<file path="src/rtl/rv_pkg.sv">
// ----------------------------------------------------------------------------
// rv_pkg
//   Constants and types shared by the fetch sequencer and the PC register.
//   - PC_* : pc_mode encodings understood by the PC register
//   - OPC_JAL : major opcode of JAL
//   - fetch_state_t : fetch sequencer state encoding
// ----------------------------------------------------------------------------
package rv_pkg;

    localparam logic [1:0] PC_STALL  = 2'b00;  // hold PC
    localparam logic [1:0] PC_INCR   = 2'b01;  // pc + 4
    localparam logic [1:0] PC_BRANCH = 2'b11;  // pc + imm
    localparam logic [1:0] PC_JALR   = 2'b10;  // pc = imm

    localparam logic [6:0] OPC_JAL = 7'b1101111;

    typedef enum logic [2:0] {
        ST_IDLE = 3'd0,
        ST_REQ  = 3'd1,
        ST_WAIT = 3'd2,
        ST_HOLD = 3'd3,
        ST_DROP = 3'd4
    } fetch_state_t;

endpackage

</file>
<file path="src/rtl/fetch_ctrl_if.sv">
// ----------------------------------------------------------------------------
// fetch_ctrl_if
//   Bundles the instruction-memory bus and the fetch->decode handshake.
//   Signal suffixes are from the fetch sequencer's point of view.
//   master : fetch_ctrl side
//   slave  : memory/decode side (testbench)
//
//   Handshakes:
//   - imem: imem_req_o is held until imem_gnt_i; a granted request is answered
//     by exactly one imem_rvalid_i pulse at least one cycle later.
//   - decode: a word transfers in a cycle where instr_valid_o && instr_ready_i;
//     instr_o/instr_pc_o are stable while instr_valid_o is high and not taken.
// ----------------------------------------------------------------------------
interface fetch_ctrl_if #(
    parameter int XLEN = 32
);
    logic            imem_req_o;
    logic [XLEN-1:0] imem_addr_o;
    logic            imem_gnt_i;
    logic            imem_rvalid_i;
    logic [31:0]     imem_rdata_i;

    logic            instr_valid_o;
    logic            instr_ready_i;
    logic [31:0]     instr_o;
    logic [XLEN-1:0] instr_pc_o;

    modport master (
        output imem_req_o, imem_addr_o,
        input  imem_gnt_i, imem_rvalid_i, imem_rdata_i,
        output instr_valid_o, instr_o, instr_pc_o,
        input  instr_ready_i
    );

    modport slave (
        input  imem_req_o, imem_addr_o,
        output imem_gnt_i, imem_rvalid_i, imem_rdata_i,
        input  instr_valid_o, instr_o, instr_pc_o,
        output instr_ready_i
    );
endinterface

</file>
<file path="src/rtl/jal_predecode.sv">
// ----------------------------------------------------------------------------
// jal_predecode
//   Combinational JAL detector and J-immediate extractor used for static
//   redirect in fetch.
//   i_instr  in  32    instruction word
//   o_is_jal out 1     opcode is JAL
//   o_imm    out XLEN  sign-extended J-immediate (byte offset, bit 0 = 0)
// ----------------------------------------------------------------------------
module jal_predecode
    import rv_pkg::*;
#(
    parameter int XLEN = 32
) (
    input  logic [31:0]     i_instr,
    output logic            o_is_jal,
    output logic [XLEN-1:0] o_imm
);
    // rd field is not needed to redirect the PC.
    logic w_unused_rd;
    assign w_unused_rd = ^i_instr[11:7];

    assign o_is_jal = (i_instr[6:0] == OPC_JAL);

    // instr[31] is imm[20]; replicate it up to XLEN.
    assign o_imm = {{(XLEN-20){i_instr[31]}}, i_instr[19:12], i_instr[20],
                    i_instr[30:21], 1'b0};
endmodule

</file>
<file path="src/rtl/fetch_ctrl.sv">
// ----------------------------------------------------------------------------
// fetch_ctrl
//   Instruction-fetch sequencer. Keeps one imem transaction in flight, hands
//   the fetched word to decode, then steers the PC register: +4, or +J-imm
//   for JAL. Execute-stage redirects win over everything else.
//   The PC only moves on handoff or redirect, so pc_i is always the address
//   of the word in flight.
//
//   clk, rst_n          clock, asynchronous active-low reset
//   pc_i                current PC
//   pc_mode_o/pc_imm_o  PC register control (combinational)
//   stall_i             hazard stall: no new request
//   redir_valid_i/redir_target_i  execute redirect
//   fetch_cnt_o         delivered instruction count (wraps)
//   state_o             current FSM state (debug)
//   bus                 imem bus + decode handshake (master)
// ----------------------------------------------------------------------------
module fetch_ctrl
    import rv_pkg::*;
#(
    parameter int XLEN  = 32,
    parameter int CNT_W = 32
) (
    input  logic             clk,
    input  logic             rst_n,
    input  logic [XLEN-1:0]  pc_i,
    output logic [1:0]       pc_mode_o,
    output logic [XLEN-1:0]  pc_imm_o,
    input  logic             stall_i,
    input  logic             redir_valid_i,
    input  logic [XLEN-1:0]  redir_target_i,
    output logic [CNT_W-1:0] fetch_cnt_o,
    output fetch_state_t     state_o,
    fetch_ctrl_if.master     bus
);
    fetch_state_t     r_state;
    fetch_state_t     w_state_nxt;
    logic [31:0]      r_instr;
    logic [CNT_W-1:0] r_cnt;

    logic             w_req;
    logic             w_valid;
    logic             w_latch;
    logic             w_cnt_inc;
    logic [1:0]       w_mode;
    logic [XLEN-1:0]  w_imm;
    logic             w_is_jal;
    logic [XLEN-1:0]  w_jal_imm;
    logic [XLEN-1:0]  w_redir_imm;

    jal_predecode #(.XLEN(XLEN)) u_predecode (
        .i_instr  (r_instr),
        .o_is_jal (w_is_jal),
        .o_imm    (w_jal_imm)
    );

    // Redirect targets are forced word-aligned.
    assign w_redir_imm = {redir_target_i[XLEN-1:2], 2'b00};

    always_comb begin
        w_state_nxt = r_state;
        w_mode      = PC_STALL;
        w_imm       = '0;
        w_req       = 1'b0;
        w_valid     = 1'b0;
        w_latch     = 1'b0;
        w_cnt_inc   = 1'b0;
        case (r_state)
            ST_IDLE: begin
                w_state_nxt = ST_REQ;
            end
            ST_REQ: begin
                w_req = ~stall_i;
                if (redir_valid_i) begin
                    w_mode = PC_JALR;
                    w_imm  = w_redir_imm;
                    // A request granted this cycle targets the stale PC;
                    // its response must be swallowed.
                    if (w_req && bus.imem_gnt_i) w_state_nxt = ST_DROP;
                end else if (w_req && bus.imem_gnt_i) begin
                    w_state_nxt = ST_WAIT;
                end
            end
            ST_WAIT: begin
                if (redir_valid_i) begin
                    w_mode      = PC_JALR;
                    w_imm       = w_redir_imm;
                    w_state_nxt = bus.imem_rvalid_i ? ST_REQ : ST_DROP;
                end else if (bus.imem_rvalid_i) begin
                    w_latch     = 1'b1;
                    w_state_nxt = ST_HOLD;
                end
            end
            ST_HOLD: begin
                if (redir_valid_i) begin
                    w_mode      = PC_JALR;
                    w_imm       = w_redir_imm;
                    w_state_nxt = ST_REQ;
                end else begin
                    w_valid = 1'b1;
                    if (bus.instr_ready_i) begin
                        w_cnt_inc   = 1'b1;
                        w_state_nxt = ST_REQ;
                        if (w_is_jal) begin
                            w_mode = PC_BRANCH;
                            w_imm  = w_jal_imm;
                        end else begin
                            w_mode = PC_INCR;
                        end
                    end
                end
            end
            ST_DROP: begin
                if (redir_valid_i) begin
                    w_mode = PC_JALR;
                    w_imm  = w_redir_imm;
                end
                if (bus.imem_rvalid_i) w_state_nxt = ST_REQ;
            end
            default: begin
                w_state_nxt = ST_IDLE;
            end
        endcase
    end

    always_ff @(posedge clk or negedge rst_n) begin
        if (!rst_n) begin
            r_state <= ST_IDLE;
            r_instr <= '0;
            r_cnt   <= '0;
        end else begin
            r_state <= w_state_nxt;
            if (w_latch) r_instr <= bus.imem_rdata_i;
            if (w_cnt_inc) r_cnt <= r_cnt + 1'b1;
        end
    end

    assign pc_mode_o         = w_mode;
    assign pc_imm_o          = w_imm;
    assign fetch_cnt_o       = r_cnt;
    assign state_o           = r_state;
    assign bus.imem_req_o    = w_req;
    assign bus.imem_addr_o   = pc_i;
    assign bus.instr_valid_o = w_valid;
    assign bus.instr_o       = r_instr;
    assign bus.instr_pc_o    = pc_i;
endmodule

</file>
<file path="src/flat_wrapper.sv">
// flat-port wrapper written by rule: the top's interface ports become plain ports
module fetch_ctrl_flat import rv_pkg::*;
#(
    parameter int XLEN  = 32,
    parameter int CNT_W = 32
)
  (clk, rst_n, pc_i, pc_mode_o, pc_imm_o, stall_i, redir_valid_i, redir_target_i, fetch_cnt_o, state_o, bus_imem_req_o, bus_imem_addr_o, bus_imem_gnt_i, bus_imem_rvalid_i, bus_imem_rdata_i, bus_instr_valid_o, bus_instr_o, bus_instr_pc_o, bus_instr_ready_i);
  fetch_ctrl_if #(.XLEN(XLEN)) bus_i ();
  input  logic clk;
  input  logic rst_n;
  input  logic [XLEN-1:0] pc_i;
  output logic [1:0] pc_mode_o;
  output logic [XLEN-1:0] pc_imm_o;
  input  logic stall_i;
  input  logic redir_valid_i;
  input  logic [XLEN-1:0] redir_target_i;
  output logic [CNT_W-1:0] fetch_cnt_o;
  output fetch_state_t state_o;
  output wire logic [$bits(bus_i.imem_req_o)-1:0] bus_imem_req_o;
  output wire logic [$bits(bus_i.imem_addr_o)-1:0] bus_imem_addr_o;
  input wire logic [$bits(bus_i.imem_gnt_i)-1:0] bus_imem_gnt_i;
  input wire logic [$bits(bus_i.imem_rvalid_i)-1:0] bus_imem_rvalid_i;
  input wire logic [$bits(bus_i.imem_rdata_i)-1:0] bus_imem_rdata_i;
  output wire logic [$bits(bus_i.instr_valid_o)-1:0] bus_instr_valid_o;
  output wire logic [$bits(bus_i.instr_o)-1:0] bus_instr_o;
  output wire logic [$bits(bus_i.instr_pc_o)-1:0] bus_instr_pc_o;
  input wire logic [$bits(bus_i.instr_ready_i)-1:0] bus_instr_ready_i;
  assign bus_imem_req_o = bus_i.imem_req_o;
  assign bus_imem_addr_o = bus_i.imem_addr_o;
  assign bus_i.imem_gnt_i = bus_imem_gnt_i;
  assign bus_i.imem_rvalid_i = bus_imem_rvalid_i;
  assign bus_i.imem_rdata_i = bus_imem_rdata_i;
  assign bus_instr_valid_o = bus_i.instr_valid_o;
  assign bus_instr_o = bus_i.instr_o;
  assign bus_instr_pc_o = bus_i.instr_pc_o;
  assign bus_i.instr_ready_i = bus_instr_ready_i;
  fetch_ctrl #(.XLEN(XLEN), .CNT_W(CNT_W)) u_core (.clk(clk), .rst_n(rst_n), .pc_i(pc_i), .pc_mode_o(pc_mode_o), .pc_imm_o(pc_imm_o), .stall_i(stall_i), .redir_valid_i(redir_valid_i), .redir_target_i(redir_target_i), .fetch_cnt_o(fetch_cnt_o), .state_o(state_o), .bus(bus_i));
endmodule
</file>
<file path="config.mk">
export PLATFORM = sky130hd
export DESIGN_NAME = fetch_ctrl_flat
export DESIGN_NICKNAME = d
export VERILOG_FILES = /design/src/rtl/rv_pkg.sv /design/src/rtl/fetch_ctrl_if.sv /design/src/rtl/jal_predecode.sv /design/src/rtl/fetch_ctrl.sv /design/src/flat_wrapper.sv
export SDC_FILE = /design/constraint.sdc
export NUM_CORES = 1
export LEC_CHECK = 0
export CORE_ASPECT_RATIO = 0.9
export CORE_MARGIN = 1
export CORE_UTILIZATION = 34
export DETAILED_ROUTE_END_ITERATION = 7
export PLACE_DENSITY_LB_ADDON = 0.05
export SYNTH_ARGS = -nofsm -noshare
export SYNTH_HDL_FRONTEND = slang
export SYNTH_SLANG_ARGS = --single-unit
</file>
<file path="constraint.sdc">
create_clock -name clk -period 3.3 [get_ports clk]
set_clock_uncertainty 0.15 [all_clocks]
set_input_delay 0.495 -clock clk [delete_from_list [all_inputs] [get_ports clk]]
set_output_delay 0.495 -clock clk [all_outputs]
set_load 0.01 [all_outputs]
</file>
Word level (Yosys, flattened, before mapping)
Cells that the tools add are included.
{"block": "word_totals", "elab_cells": 47, "reg_bits": 67, "in_bits": 103, "output_inout_bits": 167}
{"block": "op_classes", "n_eq_ne": 9, "addsub": 1, "mux": 29, "bitwise_logic": 1, "reduce_logical": 4}
{"operator": "$mux W32", "count": 4}
{"operator": "$pmux W32 S2", "count": 1}
{"operator": "$add A32 B1 Y32 const B", "count": 1}
{"operator": "$mux W3", "count": 9}
{"operator": "$pmux W3 S5", "count": 1}
{"operator": "$mux W1", "count": 9}
{"operator": "$mux W2", "count": 4}
{"operator": "$eq A7 B7 Y1 const B", "count": 1}
{"operator": "$eq A3 B2 Y1 const B", "count": 2}
{"operator": "$ne A3 B3 Y1 const B", "count": 2}
{"operator": "$pmux W2 S2", "count": 1}
{"operator": "$reduce_and A4 Y1", "count": 1}
{"operator": "$eq A3 B1 Y1 const B", "count": 1}
{"operator": "$eq A3 B3 Y1 const B", "count": 1}
{"operator": "$logic_not A3 Y1", "count": 1}
{"operator": "$reduce_or A3 Y1", "count": 1}
{"operator": "$ne A2 B1 Y1 const B", "count": 1}
{"operator": "$ne A2 B2 Y1 const B", "count": 1}
{"operator": "$logic_and A1 B1 Y1", "count": 1}
{"operator": "$not A1 Y1", "count": 1}

Logic depth before layout (Yosys ltp)
Gate-level depths: netlist of run 1.
{"block": "depth", "ltp_word": 5, "depth_mapped": 7, "ltp_nobuf": 5}

Modules after synthesis
Synthesis of run 1 repeated with hierarchy kept, for this count alone.
{"block": "unflattened", "cells_unflattened": 397, "hier_area_um2": 4176.5}
{"mod": "fetch_ctrl", "instances": 1, "area_per_inst_um2": 3915.0, "seq_area_each_um2": 1676.6, "cells_per_inst": 361}
{"mod": "jal_predecode", "instances": 1, "area_per_inst_um2": 261.5, "seq_area_each_um2": 0.0, "cells_per_inst": 36}

Worst setup path after synthesis of run 1
No wires, ideal clock.
{"block": "synth_timing", "kind": "flip-flop to output port", "start": "reg u_core.r_state[2], in the netlist u_core.state_o[2]", "end": "out pc_imm_o[10]", "t_required_ns": 2.655, "path_stages_with_launch": 6, "path_buffers": 2, "setup_slack_ns": 1.078, "arrival_ns": 1.577, "path_cell_list": "dfrtp_1 buf_4 nand4b_4 nor4_4 buf_6 a22o_1"}
{"block": "synth_via", "elab_chain_len": 3, "word_cells_on_any_way": 6, "classes_between": "4 x eq/ne; 1 x mux; 1 x reduce/logical"}
{"element": "start, declared", "line_no": "fetch_ctrl.sv:36", "source": "fetch_state_t r_state;"}
{"element": "start signal, assigned", "line_no": "fetch_ctrl.sv:132", "source": "r_state <= w_state_nxt;"}
{"element": "$eq A3 B1 Y1 (tied with other cells)", "line_no": "fetch_ctrl.sv:68", "source": "case (r_state)"}
{"element": "$reduce_or A3 Y1 (no line)"}
{"element": "$pmux W32 S2 (*)", "line_no": "fetch_ctrl.sv:68"}
{"element": "end, declared", "line_no": "flat_wrapper.sv:13", "source": "output logic [XLEN-1:0] pc_imm_o;"}
Every way passes the cells marked *; elsewhere a longest branch is shown, timed or not.

Final worst setup path of run 1
{"block": "layout_timing", "start": "in bus_instr_ready_i", "end": "out pc_imm_o[15]"}
{"block": "layout_via", "elab_chain_len": 3}
{"element": "start, declared", "line_no": "flat_wrapper.sv:27", "source": "input wire logic [$bits(bus_i.instr_ready_i)-1:0] bus_instr_ready_i;"}
{"element": "$mux W32", "line_no": "fetch_ctrl.sv:101", "source": "if (bus.instr_ready_i) begin"}
{"element": "$mux W32", "line_no": "fetch_ctrl.sv:95", "source": "if (redir_valid_i) begin"}
{"element": "$pmux W32 S2", "line_no": "fetch_ctrl.sv:68"}
No other way between the ends.

==> report_table.html, run 1 <==
<table>
<tr><th>Metric</th><th>Value</th></tr>
<tr><th colspan="2">Power</th></tr>
<tr><td>Clock power share</td><td>0.310</td></tr>
<tr><td>Part of the power in registers</td><td>0.335</td></tr>
<tr><td>Final total power</td><td>3620 uW</td></tr>
<tr><td>Reported net switching power</td><td>1031 uW</td></tr>
<tr><td>Int Power</td><td>2589 uW</td></tr>
<tr><td>Combinational power share</td><td>0.356</td></tr>
<tr><td>Power per standard cell area</td><td>644.5 mW/mm^2</td></tr>
<tr><td>Sw frac</td><td>0.2849</td></tr>
<tr><td>Static leakage</td><td>0.002447 uW</td></tr>
<tr><td>Worst IR drop on VDD</td><td>0.5017 mV</td></tr>
<tr><th colspan="2">Place</th></tr>
<tr><td>Global placer's final weighted congestion</td><td>0.7218</td></tr>
<tr><td>DP Wirelength</td><td>8459 um</td></tr>
<tr><td>Number of cells after detailed placement</td><td>609</td></tr>
<tr><td>Worst setup timing slack at the placement stage</td><td>158.6 ps</td></tr>
<tr><td>Port-buffer cells</td><td>170</td></tr>
<tr><th colspan="2">Clock network</th></tr>
<tr><td>Clock slew at reported path FFs</td><td>60 ps</td></tr>
<tr><td>Clock buffer depth</td><td>2</td></tr>
<tr><td>CTS tree</td><td>yes</td></tr>
<tr><td>Sinks on Clock Net</td><td>67</td></tr>
<tr><td>Cts bufs inserted</td><td>9</td></tr>
<tr><td>Clock network latency to the later pin of the worst-skew pair</td><td>330 ps</td></tr>
<tr><td>Maximum level of the CTS H-tree</td><td>3</td></tr>
<tr><td>Hold-fix buffer count after cts</td><td>0</td></tr>
<tr><td>Cells resized by post-CTS repair</td><td>0</td></tr>
<tr><td>Buffer count from post-CTS setup fixing</td><td>0</td></tr>
<tr><td>Library cell used as clock root buffer</td><td>clkbuf_16</td></tr>
<tr><th colspan="2">GRT</th></tr>
<tr><td>Wire length of the first global-routing pass</td><td>16300 um</td></tr>
<tr><td>Largest net degree at the start of global routing</td><td>33</td></tr>
<tr><td>Total grt overflow</td><td>0</td></tr>
<tr><td>Global-route usage over all layers</td><td>0.1865</td></tr>
<tr><td>Initial antenna violation count</td><td>0</td></tr>
<tr><td>Via count of the first global-routing pass</td><td>2884</td></tr>
<tr><th colspan="2">Floorplanning</th></tr>
<tr><td>Placement Rows</td><td>36</td></tr>
<tr><td>Floorplan core area</td><td>0.01090 sq mm</td></tr>
<tr><td>Overall die area</td><td>0.01174 sq mm</td></tr>
<tr><td>Die outline width</td><td>114.1 um</td></tr>
<tr><td>Die height</td><td>102.9 um</td></tr>
<tr><td>Initial Util</td><td>0.3528</td></tr>
<tr><td>Total I/O pin count</td><td>270</td></tr>
<tr><th colspan="2">Critical path</th></tr>
<tr><td>Category of the most critical setup path</td><td>primary input to output port</td></tr>
<tr><td>Maximum net fanout on the critical path</td><td>19</td></tr>
<tr><td>Required time of the worst setup path</td><td>2650 ps</td></tr>
<tr><td>Worst path slowest cell</td><td>clkdlybuf4s50_1</td></tr>
<tr><td>Number of cells on the worst reg-to-reg path</td><td>4</td></tr>
<tr><td>Type of destination of the critical path</td><td>output port</td></tr>
<tr><td>Count of cell instances traversed by the critical path</td><td>7</td></tr>
<tr><td>Critical path startpoint category</td><td>primary input</td></tr>
<tr><td>Total buffers and inverters traversed by the critical path</td><td>3</td></tr>
<tr><td>Dominant delay contributor by cell family on the critical path</td><td>buffers and inverters</td></tr>
<tr><td>Setup crit start</td><td>bus_instr_ready_i</td></tr>
<tr><td>Cell with the most instances on the worst path</td><td>clkdlybuf4s50_1</td></tr>
<tr><td>R2R Path Start</td><td>u_core.fetch_cnt_o[2]</td></tr>
<tr><td>Series of cell instances along the critical path</td><td>clkdlybuf4s50_1 &gt; nand4b_4 &gt; nor4_4 &gt; buf_12 &gt; a22oi_1 &gt; nor2_1 &gt; clkdlybuf4s50_1</td></tr>
<tr><td>Critical Path Max Stage Delay</td><td>560 ps</td></tr>
<tr><td>Crit path DAT</td><td>2470 ps</td></tr>
<tr><th colspan="2">Detailed routing</th></tr>
<tr><td>Vias after detailed routing</td><td>2941</td></tr>
<tr><td>Routed wire length</td><td>10740 um</td></tr>
<tr><td>Highest metal layer with signal wires</td><td>met4</td></tr>
<tr><td>Initial drt markers</td><td>144</td></tr>
<tr><td>Met3 WL post-DR</td><td>752 um</td></tr>
<tr><td>Number of nets with antenna violations after detailed routing</td><td>0</td></tr>
<tr><td>Pre-antenna DRT Iters</td><td>4</td></tr>
<tr><td># DRC</td><td>0</td></tr>
<tr><td>Sum of met2 wire segment lengths after detailed routing</td><td>5497 um</td></tr>
<tr><td>Average wire per standard cell</td><td>17.18 um</td></tr>
<tr><td>Post-route met1 wirelength</td><td>4249 um</td></tr>
<tr><td>Via density</td><td>4.706</td></tr>
<tr><th colspan="2">Timing</th></tr>
<tr><td>Portion of the clock cycle consumed by the worst path in the final layout</td><td>0.9438</td></tr>
<tr><td>RSZ-0062 raised after global routing</td><td>false</td></tr>
<tr><td>Least setup slack across all paths after layout</td><td>185.3 ps</td></tr>
<tr><td>Total negative slack</td><td>0 ps</td></tr>
<tr><td>Max Freq</td><td>321.1 MHz</td></tr>
<tr><td>Worst hold slack</td><td>49.59 ps</td></tr>
<tr><td>Final Hold Vio Count</td><td>0</td></tr>
<tr><td>Count of final max-slew check failures</td><td>0</td></tr>
<tr><td>Final setup violating endpoints</td><td>0</td></tr>
<tr><td>Slew headroom</td><td>0.3699</td></tr>
<tr><td>Worst-Margin Slew</td><td>936.5 ps</td></tr>
<tr><td>Time the final worst path needs with I/O delays and setup</td><td>3115 ps</td></tr>
<tr><th colspan="2">Synth</th></tr>
<tr><td>Netlist cell types</td><td>40</td></tr>
<tr><td>Synthesized netlist net count</td><td>457</td></tr>
<tr><td>Compound-gate portion of the synthesized area</td><td>0.06441</td></tr>
<tr><td>List of most frequent post-synthesis cells</td><td>buf_4 (71), dfrtp_1 (67), mux2_2 (33)</td></tr>
<tr><td>Most frequent cell after synthesis</td><td>buf_4</td></tr>
<tr><td>Main combinational cell family by area after synthesis</td><td>buffers and inverters</td></tr>
<tr><td>Biggest area consumer among synthesized cells</td><td>dfrtp_1</td></tr>
<tr><td>Top cells by area in the synthesized netlist</td><td>dfrtp_1 (44%), buf_4 (14%), mux2_2 (9.7%)</td></tr>
<tr><td>Synthesized instance count</td><td>353</td></tr>
<tr><td>Number of synthesized register bits</td><td>67</td></tr>
<tr><td>Sequential share of the synthesized area</td><td>0.4359</td></tr>
<tr><td>Main flop type after synthesis</td><td>dfrtp_1</td></tr>
<tr><td>Number of warnings reported in the yosys synthesis log</td><td>0</td></tr>
<tr><td>Post-synthesis share of cell area spent on xor and xnor gates</td><td>0.07515</td></tr>
<tr><td>Netlist area before placement</td><td>0.003846 sq mm</td></tr>
<tr><td>Mapped Avg Cell Area</td><td>10.90 sq um</td></tr>
<tr><td>Multiplexer fraction of the synthesized cell area</td><td>0.09662</td></tr>
<tr><td>Number of synthesized flops with an enable pin</td><td>0</td></tr>
<tr><td>Ys async rst share</td><td>1.000</td></tr>
<tr><td>Simple-gate area share of the yosys netlist</td><td>0.1568</td></tr>
<tr><td>Area share of the largest cell type after synthesis</td><td>0.4359</td></tr>
<tr><td>Fraction of the mapped netlist area in adder cells</td><td>0.005856</td></tr>
<tr><th colspan="2">Finish</th></tr>
<tr><td>Post-layout net count</td><td>572</td></tr>
<tr><td>Layout overhead on the synthesized area</td><td>46.06%</td></tr>
<tr><td>Number of standard cells in the final layout excluding fillers</td><td>625</td></tr>
<tr><td>Total inserted antenna cells</td><td>0</td></tr>
<tr><td>Fraction of final layout cells sized beyond drive strength 1</td><td>0.1586</td></tr>
<tr><th colspan="2">Min path</th></tr>
<tr><td>Worst hold-check path type</td><td>primary input to async pin</td></tr>
<tr><th colspan="2">Flow run</th></tr>
<tr><td>Max capacitance violation total</td><td>0</td></tr>
<tr><th colspan="2">Run status</th></tr>
<tr><td>Run status</td><td>finished, final reports clean</td></tr>
</table>
## final timing paths
check | endpoint | slack, ps
min in group clk | u_core.fetch_cnt_o[31] | 320
hold reg to reg | u_core.fetch_cnt_o[31] | 320
setup / recovery | pc_imm_o[15] | 190
setup reg to reg | u_core.fetch_cnt_o[31] | 1120
hold / removal | u_core.bus.instr_o[5] | 50
max in group asynchronous | u_core.bus.instr_o[14] | 2190
## area by class of cell
type | count | area, sq um
Inverter | 15 | 56.30
Clock buffer | 10 | 239.0
Clock inverter | 6 | 112.6
Sequential cell | 67 | 1677
Timing Repair Buffer | 182 | 1799
Tap cell | 152 | 190.2
Multi-Input combinational cell | 193 | 1544
Fill cell | 999 | 5283
## layer usage
layer,vias to the layer above,track usage
met5,-,0
met4,0,0.07493
met3,22,0.05761
met2,116,0.3198
met1,1415,0.2196
li1,1388,-
## sequential cells by signal (all words and copies together), names as in the netlist
signal,cells
u_core.bus.instr_o,32
u_core.fetch_cnt_o,32
u_core.state_o,3
## power groups by stage
stage          registers, uW  logic (uW)  clock network [uW]
2_1_floorplan           1270         526                   0
3_3_place_gp            1220        1290                   0
3_5_place_dp            1230        1300                   0
4_1_cts                 1210        1300                1150
5_1_grt                 1240        1370                1180
6_report                1210        1290                1120
## cells in the final DEF, fill, tap and decap left out, types with 11 or more instances in the layout
master           instances
xor2_1                  11
clkdlybuf4s50_1        169
xnor2_1                 22
buf_4                   11
nand4_1                 11
a22o_1                  15
dfrtp_1                 67
mux2_2                  33
inv_1                   15
a21oi_1                 13
nand2_1                 11
nand3_1                 18
## per-stage QoR
stage / instance area (sq um) / util
after floorplan: 3846 / -
after global placement: 5260 / 0.4826
after detailed placement: 5260 / 0.4826
after CTS: 5612 / 0.5148
after global routing: 5618 / 0.5154
final: 5618 / 0.5154
## logic make-up (layout without fill, tap and decap cells)
| kind of cell | count (synthesis) | count (layout) |
|---|---|---|
| XOR/XNOR | 33 | 33 |
| multiplexers | 33 | 33 |
| other | 1 | 1 |
| AO/OA/AOI/OAI | 36 | 36 |
| AND/OR/NAND/NOR | 88 | 88 |
| flip-flops | 67 | 67 |
| buffers and inverters | 93 | 213 |
| adder cells (fa/ha/maj) | 2 | 2 |
Power figures use the tool's default switching activity.
==> run 2: changes to the inputs <==
--- a/config.mk
+++ b/config.mk
@@ -7,8 +7,9 @@
 export LEC_CHECK = 0
 export CORE_ASPECT_RATIO = 0.9
 export CORE_MARGIN = 1
-export CORE_UTILIZATION = 34
+export CORE_UTILIZATION = 38
 export DETAILED_ROUTE_END_ITERATION = 7
+export MAX_ROUTING_LAYER = met4
 export PLACE_DENSITY_LB_ADDON = 0.05
 export SYNTH_ARGS = -nofsm -noshare
 export SYNTH_HDL_FRONTEND = slang
==> report_table.html, run 2 (synthesis gave the netlist of run 1 again) <==
<table>
<tr><th>Metric</th><th>Value</th></tr>
<tr><th colspan="2">Floorplanning</th></tr>
<tr><td>Floorplan core area</td><td>0.009742 sq mm (-11%)</td></tr>
<tr><td>Die height</td><td>97.44 um (-5.3%)</td></tr>
<tr><td>Overall die area</td><td>0.01053 sq mm (-10%)</td></tr>
<tr><td>Die outline width</td><td>108.0 um (-5.3%)</td></tr>
<tr><td>Initial Util</td><td>0.3948 (+0.04196)</td></tr>
<tr><td>Total I/O pin count</td><td>270 (unchanged)</td></tr>
<tr><td>Placement Rows</td><td>34 (-5.6%)</td></tr>
<tr><th colspan="2">Place</th></tr>
<tr><td>Port-buffer cells</td><td>170 (unchanged)</td></tr>
<tr><td>Global placer's final weighted congestion</td><td>0.8069 (+12%)</td></tr>
<tr><td>DP Wirelength</td><td>8452 um (about the same)</td></tr>
<tr><th colspan="2">Critical path</th></tr>
<tr><td>Required time of the worst setup path</td><td>2650 ps (about the same)</td></tr>
<tr><td>Category of the most critical setup path</td><td>primary input to output port</td></tr>
<tr><td>Type of destination of the critical path</td><td>output port</td></tr>
<tr><td>Crit path DAT</td><td>2530 ps (+60 ps)</td></tr>
<tr><td>Maximum net fanout on the critical path</td><td>10 (-9)</td></tr>
<tr><td>Critical path startpoint category</td><td>primary input</td></tr>
<tr><td>Register-to-register setup slack</td><td>1100 ps (-20 ps)</td></tr>
<tr><th colspan="2">Timing</th></tr>
<tr><td>Portion of the clock cycle consumed by the worst path in the final layout</td><td>0.9633 (+0.01947)</td></tr>
<tr><td>Slew headroom</td><td>0.4183 (+0.04834)</td></tr>
<tr><td>Worst hold slack</td><td>190.9 ps (+141.4 ps)</td></tr>
<tr><td>Total negative slack</td><td>0 ps (unchanged)</td></tr>
<tr><td>Worst-Margin Slew</td><td>864.6 ps (-71.85 ps)</td></tr>
<tr><td>Time the final worst path needs with I/O delays and setup</td><td>3179 ps (+64.26 ps)</td></tr>
<tr><td>RSZ-0062 raised after global routing</td><td>false</td></tr>
<tr><td>Max Freq</td><td>314.6 MHz (-2.0%)</td></tr>
<tr><td>Final setup violating endpoints</td><td>0 (unchanged)</td></tr>
<tr><td>Count of final max-slew check failures</td><td>0 (unchanged)</td></tr>
<tr><td>Final Hold Vio Count</td><td>0 (unchanged)</td></tr>
<tr><th colspan="2">Detailed routing</th></tr>
<tr><td>Initial drt markers</td><td>115 (-20%)</td></tr>
<tr><td>Pre-antenna DRT Iters</td><td>4 (unchanged)</td></tr>
<tr><td>Number of nets with antenna violations after detailed routing</td><td>0 (unchanged)</td></tr>
<tr><td># DRC</td><td>0 (unchanged)</td></tr>
<tr><td>Via density</td><td>4.970 (+5.6%)</td></tr>
<tr><td>Routed wire length</td><td>10890 um (+1.4%)</td></tr>
<tr><td>Vias after detailed routing</td><td>2967 (+0.88%)</td></tr>
<tr><td>Average wire per standard cell</td><td>18.24 um (+6.2%)</td></tr>
<tr><th colspan="2">GRT</th></tr>
<tr><td>Wire length of the first global-routing pass</td><td>16660 um (+2.2%)</td></tr>
<tr><td>Global-route usage over all layers</td><td>0.2178 (+0.03133)</td></tr>
<tr><td>Largest net degree at the start of global routing</td><td>68 (+110%)</td></tr>
<tr><td>Via count of the first global-routing pass</td><td>3016 (+4.6%)</td></tr>
<tr><td>Initial antenna violation count</td><td>0 (unchanged)</td></tr>
<tr><td>Total grt overflow</td><td>0 (unchanged)</td></tr>
<tr><th colspan="2">Clock network</th></tr>
<tr><td>Clock network latency to the later pin of the worst-skew pair</td><td>340 ps (about the same)</td></tr>
<tr><td>Hold-fix buffer count after cts</td><td>0 (unchanged)</td></tr>
<tr><td>Cts bufs inserted</td><td>9 (unchanged)</td></tr>
<tr><td>Maximum level of the CTS H-tree</td><td>3 (unchanged)</td></tr>
<tr><td>CTS tree</td><td>yes</td></tr>
<tr><td>Clock slew at reported path FFs</td><td>70 ps (about the same)</td></tr>
<tr><td>Library cell used as clock root buffer</td><td>clkbuf_8</td></tr>
<tr><td>Clock buffer depth</td><td>2 (unchanged)</td></tr>
<tr><td>Sinks on Clock Net</td><td>67 (unchanged)</td></tr>
<tr><th colspan="2">Power</th></tr>
<tr><td>Static leakage</td><td>0.002362 uW (-3.5%)</td></tr>
<tr><td>Power per standard cell area</td><td>586.0 mW/mm^2 (-9.1%)</td></tr>
<tr><td>Worst IR drop on VDD</td><td>0.3703 mV (-26%)</td></tr>
<tr><th colspan="2">Finish</th></tr>
<tr><td>Total inserted antenna cells</td><td>0 (unchanged)</td></tr>
<tr><td>Fraction of final layout cells sized beyond drive strength 1</td><td>0.1550 (-0.003573)</td></tr>
<tr><td>Post-layout net count</td><td>570 (-0.35%)</td></tr>
<tr><td>Number of filler instances in the final layout</td><td>894 (-11%)</td></tr>
<tr><td>Leading cell type in the layout, fill and taps excluded</td><td>clkdlybuf4s50_1</td></tr>
<tr><td>Highest-count cells in the layout ignoring fill and taps</td><td>clkdlybuf4s50_1 (169), dfrtp_1 (66), mux2_2 (33)</td></tr>
<tr><td>Layout overhead on the synthesized area</td><td>40.76%</td></tr>
<tr><th colspan="2">Flow run</th></tr>
<tr><td>Max capacitance violation total</td><td>0 (unchanged)</td></tr>
<tr><th colspan="2">Run status</th></tr>
<tr><td>Run status</td><td>finished, final reports clean</td></tr>
<tr><th colspan="2">Min path</th></tr>
<tr><td>Worst hold-check path type</td><td>primary input to async pin</td></tr>
</table>
[run 2: cell count changes in the layout (fill, tap and decap cells not counted)]
cell        previous run  this run
clkbuf_16              9         0
clkinvlp_4             0         1
buf_4                 11         9
dfrtp_2                0         1
clkinv_4               2         0
bufinv_16              3         1
clkbuf_8               1        10
dfrtp_1               67        66
o21ai_1                0         1
clkbuf_1               0         1
clkinv_2               1         3
o21ai_0                3         2
[run 2: critical path, stage by stage]
cell and delay [ps]:
clkdlybuf4s50_1 540, nand4b_4 150, nor4_2 290, o21ai_1 150, buf_4 220, a21oi_1 130
clkdlybuf4s50_1 560
[run 2: final cells by class]
cell class	instances	area (sq um)	share of cell area
repair buffers	180	1784	0.3296
clock buffers	11	141.4	0.02612
clock inverters	5	52.55	0.009706
inverters	15	56.30	0.01040
multi-input cells	193	1544	0.2852
flip-flops and latches	67	1678	0.3099
well taps	126	157.7	0.02912
[run 2: metrics by stage]
step	total power, uW	std cells	utilization	setup slack, ps	cell area [sq um]
detailed placement	2525	581	0.5351	77.90	5213
floorplan	1795	353	-	1078	3846
finish	3173	597	0.5557	121.1	5414
CTS	3225	597	0.5550	58.07	5406
global placement	2513	581	0.5351	140.0	5213
global route	3352	597	0.5557	11.48	5414
[run 2: final timing paths]
| kind | from | to | cells past startpoint |
|---|---|---|---|
| max | bus_instr_ready_i | pc_imm_o[28] | 7 |
| min | rst_n | u_core.bus.instr_o[5] | 2 |
| max reg2reg | u_core.fetch_cnt_o[4] | u_core.fetch_cnt_o[31] | 4 |
| min reg2reg | u_core.fetch_cnt_o[31] | u_core.fetch_cnt_o[31] | 1 |
| max in group asynchronous | rst_n | u_core.state_o[1] | 2 |
| min in group clk | u_core.fetch_cnt_o[31] | u_core.fetch_cnt_o[31] | 1 |
[run 2: what timing repair did]
item	4_1_cts	5_1_grt
setup endpoints to repair	0	10
buffers inserted	0	0
gates resized for setup	0	2
endpoints found under the hold margin	0	0
[run 2: per-layer routing]
metal / vias up / GRT usage / share of wire
met2: 141 / 0.3655 / 0.53
li1: 1381 / - / -
met5: - / - / 0
met3: 10 / 0.06036 / 0.065
met1: 1435 / 0.2517 / 0.39
met4: 0 / 0.06428 / 0.012
[run 2: power by group]
part | total (uW) | leakage, uW | internal, uW | switching (uW)
clock | 673 | 0.0000991 | 366 | 307
sequential | 1210 | 0.000908 | 1030 | 185
combinational | 1290 | 0.00135 | 801 | 488
total | 3170 | 0.00236 | 2190 | 980
==> run 3: changes to the inputs <==
==> constraint.sdc (replaced) <==
create_clock -name clk -period 3.3 [get_ports clk]
set_clock_uncertainty 0.15 [all_clocks]
set_input_delay 0.495 -clock clk [delete_from_list [all_inputs] [get_ports clk]]
set_output_delay 0.495 -clock clk [all_outputs]
set_load 0.05 [all_outputs]
==> report_table.html, run 3 (synthesis gave the netlist of run 1 again) <==
<table>
<tr><th>Metric</th><th>Value</th></tr>
<tr><th colspan="2">Power</th></tr>
<tr><td>Combinational power share</td><td>0.547 (+0.141)</td></tr>
<tr><td>Clock power share</td><td>0.176 (-0.036)</td></tr>
<tr><td>Worst IR drop on VDD</td><td>0.7336 mV (+98%)</td></tr>
<tr><td>Static leakage</td><td>0.002526 uW (+6.9%)</td></tr>
<tr><td>Reported net switching power</td><td>1956 uW (+100%)</td></tr>
<tr><td>Final total power</td><td>4411 uW (+39%)</td></tr>
<tr><td>Power per standard cell area</td><td>767.5 mW/mm^2 (+31%)</td></tr>
<tr><td>Int Power</td><td>2455 uW (+12%)</td></tr>
<tr><td>Part of the power in registers</td><td>0.276 (-0.106)</td></tr>
<tr><td>Sw frac</td><td>0.4434 (+0.1345)</td></tr>
<tr><th colspan="2">Finish</th></tr>
<tr><td>Fraction of final layout cells sized beyond drive strength 1</td><td>0.2167 (+0.06175)</td></tr>
<tr><td>Total inserted antenna cells</td><td>0 (unchanged)</td></tr>
<tr><td>Layout overhead on the synthesized area</td><td>49.41%</td></tr>
<tr><td>Leading cell type in the layout, fill and taps excluded</td><td>clkdlybuf4s50_1</td></tr>
<tr><td>Number of filler instances in the final layout</td><td>827 (-7.5%)</td></tr>
<tr><td>Highest-count cells in the layout ignoring fill and taps</td><td>clkdlybuf4s50_1 (135), dfrtp_1 (67), buf_12 (35)</td></tr>
<tr><td>Post-layout net count</td><td>565 (-0.88%)</td></tr>
<tr><th colspan="2">Floorplanning</th></tr>
<tr><td>Die height</td><td>97.44 um (unchanged)</td></tr>
<tr><td>Total I/O pin count</td><td>270 (unchanged)</td></tr>
<tr><td>Initial Util</td><td>0.3948 (unchanged)</td></tr>
<tr><td>Floorplan core area</td><td>0.009742 sq mm (unchanged)</td></tr>
<tr><td>Overall die area</td><td>0.01053 sq mm (unchanged)</td></tr>
<tr><td>Die outline width</td><td>108.0 um (unchanged)</td></tr>
<tr><td>Placement Rows</td><td>34 (unchanged)</td></tr>
<tr><th colspan="2">Clock network</th></tr>
<tr><td>Library cell used as clock root buffer</td><td>clkbuf_8</td></tr>
<tr><td>Maximum level of the CTS H-tree</td><td>3 (unchanged)</td></tr>
<tr><td>Buffer count from post-CTS setup fixing</td><td>0 (unchanged)</td></tr>
<tr><td>Cells resized by post-CTS repair</td><td>0 (unchanged)</td></tr>
<tr><td>Clock buffer depth</td><td>2 (unchanged)</td></tr>
<tr><td>Hold-fix buffer count after cts</td><td>0 (unchanged)</td></tr>
<tr><td>Cts bufs inserted</td><td>9 (unchanged)</td></tr>
<tr><td>CTS tree</td><td>yes</td></tr>
<tr><td>Clock network latency to the later pin of the worst-skew pair</td><td>340 ps (about the same)</td></tr>
<tr><td>Clock slew at reported path FFs</td><td>80 ps (about the same)</td></tr>
<tr><td>Sinks on Clock Net</td><td>67 (unchanged)</td></tr>
<tr><th colspan="2">Min path</th></tr>
<tr><td>Worst hold-check path type</td><td>primary input to async pin</td></tr>
<tr><th colspan="2">Detailed routing</th></tr>
<tr><td>Average wire per standard cell</td><td>18.43 um (+1.0%)</td></tr>
<tr><td>Via density</td><td>4.951 (-0.38%)</td></tr>
<tr><td># DRC</td><td>0 (unchanged)</td></tr>
<tr><td>Pre-antenna DRT Iters</td><td>4 (unchanged)</td></tr>
<tr><td>Number of nets with antenna violations after detailed routing</td><td>0 (unchanged)</td></tr>
<tr><td>Vias after detailed routing</td><td>2931 (-1.2%)</td></tr>
<tr><td>Initial drt markers</td><td>121 (+5.2%)</td></tr>
<tr><td>Routed wire length</td><td>10910 um (+0.17%)</td></tr>
<tr><th colspan="2">Timing</th></tr>
<tr><td>Final Hold Vio Count</td><td>0 (unchanged)</td></tr>
<tr><td>Slew headroom</td><td>0.4265 (+0.008261)</td></tr>
<tr><td>Portion of the clock cycle consumed by the worst path in the final layout</td><td>0.9355 (-0.02783)</td></tr>
<tr><td>Total negative slack</td><td>0 ps (unchanged)</td></tr>
<tr><td>Count of final max-slew check failures</td><td>0 (unchanged)</td></tr>
<tr><td>Time the final worst path needs with I/O delays and setup</td><td>3087 ps (-91.83 ps)</td></tr>
<tr><td>Worst hold slack</td><td>84.47 ps (-106.5 ps)</td></tr>
<tr><td>Final setup violating endpoints</td><td>0 (unchanged)</td></tr>
<tr><td>Worst-Margin Slew</td><td>852.4 ps (-12.28 ps)</td></tr>
<tr><td>Max Freq</td><td>323.9 MHz (+3.0%)</td></tr>
<tr><td>RSZ-0062 raised after global routing</td><td>false</td></tr>
<tr><th colspan="2">GRT</th></tr>
<tr><td>Global-route usage over all layers</td><td>0.2242 (+0.006323)</td></tr>
<tr><td>Total grt overflow</td><td>0 (unchanged)</td></tr>
<tr><td>Initial antenna violation count</td><td>0 (unchanged)</td></tr>
<tr><td>Largest net degree at the start of global routing</td><td>36 (-47%)</td></tr>
<tr><td>Wire length of the first global-routing pass</td><td>17110 um (+2.7%)</td></tr>
<tr><td>Via count of the first global-routing pass</td><td>3045 (+0.96%)</td></tr>
<tr><th colspan="2">Critical path</th></tr>
<tr><td>Critical path startpoint category</td><td>flop</td></tr>
<tr><td>Register-to-register setup slack</td><td>1140 ps (+40 ps)</td></tr>
<tr><td>R2R Path Start</td><td>u_core.fetch_cnt_o[2]</td></tr>
<tr><td>Capturing point of the worst reg2reg path</td><td>u_core.fetch_cnt_o[31]</td></tr>
<tr><td>Number of cells on the worst reg-to-reg path</td><td>4 (unchanged)</td></tr>
<tr><td>Crit path DAT</td><td>2440 ps (-90 ps)</td></tr>
<tr><td>Type of destination of the critical path</td><td>output port</td></tr>
<tr><td>Required time of the worst setup path</td><td>2650 ps (about the same)</td></tr>
<tr><td>Maximum net fanout on the critical path</td><td>15 (+5)</td></tr>
<tr><td>Category of the most critical setup path</td><td>flop to output port</td></tr>
<tr><th colspan="2">Place</th></tr>
<tr><td>DP Wirelength</td><td>8529 um (+0.91%)</td></tr>
<tr><td>Global placer's final weighted congestion</td><td>0.7866 (-2.5%)</td></tr>
<tr><td>Port-buffer cells</td><td>170 (unchanged)</td></tr>
<tr><th colspan="2">Flow run</th></tr>
<tr><td>Max capacitance violation total</td><td>0 (unchanged)</td></tr>
<tr><th colspan="2">Run status</th></tr>
<tr><td>Run status</td><td>finished, final reports clean</td></tr>
</table>
## run 3: final cells by class
| type | count | area (sq um) | area share |
|---|---|---|---|
| clock inverter | 4 | 72.57 | 0.01263 |
| sequential | 67 | 1677 | 0.2917 |
| tap | 126 | 157.7 | 0.02743 |
| timing repair buffer | 175 | 2087 | 0.3632 |
| clock buffer | 12 | 155.1 | 0.02700 |
| multi-input combinational | 193 | 1541 | 0.2682 |
| inverter | 15 | 56.30 | 0.009798 |
## run 3: per-layer routing
layer	wire [um]	global-route usage	vias to the layer above
met4	151	0.05374	0
met3	724	0.07109	14
met1	4251	0.2573	1413
met2	5782	0.3773	132
li1	-	-	1372
met5	0	-	-
## run 3: how the worst max path moves through the flow
stage	from	endpoint	slack, ps
after global routing	u_core.state_o[0]	pc_imm_o[9]	60
after detailed placement	redir_valid_i	pc_imm_o[26]	140
after CTS	redir_valid_i	pc_imm_o[27]	90
after floorplan	u_core.state_o[1]	pc_imm_o[20]	310
final	u_core.state_o[1]	pc_imm_o[11]	210
after global placement	redir_valid_i	pc_imm_o[20]	130
## run 3: worst max-delay path: stages (launching register included)
cell	delay (ps)
dfrtp_1	660
nor2_4	80
xnor2_1	330
and2_1	580
a22o_1	300
buf_12	150
## run 3: metrics by stage
stage          instance area [sq um]  std cells  utilization  setup WS, ps
2_1_floorplan                   3846        353            -         306.7
5_1_grt                         5747        592       0.5899         59.70
3_3_place_gp                    5515        576       0.5661         127.5
4_1_cts                         5743        592       0.5895         92.13
6_report                        5747        592       0.5899         212.9
3_5_place_dp                    5515        576       0.5661         135.1
## run 3: power groups by stage
stage,combinational (uW),sequential (uW),clock [uW]
after floorplan,943,1890,0
after global placement,2420,1230,0
after detailed placement,2420,1240,0
after CTS,2430,1220,803
after global routing,2500,1250,832
final,2410,1220,778
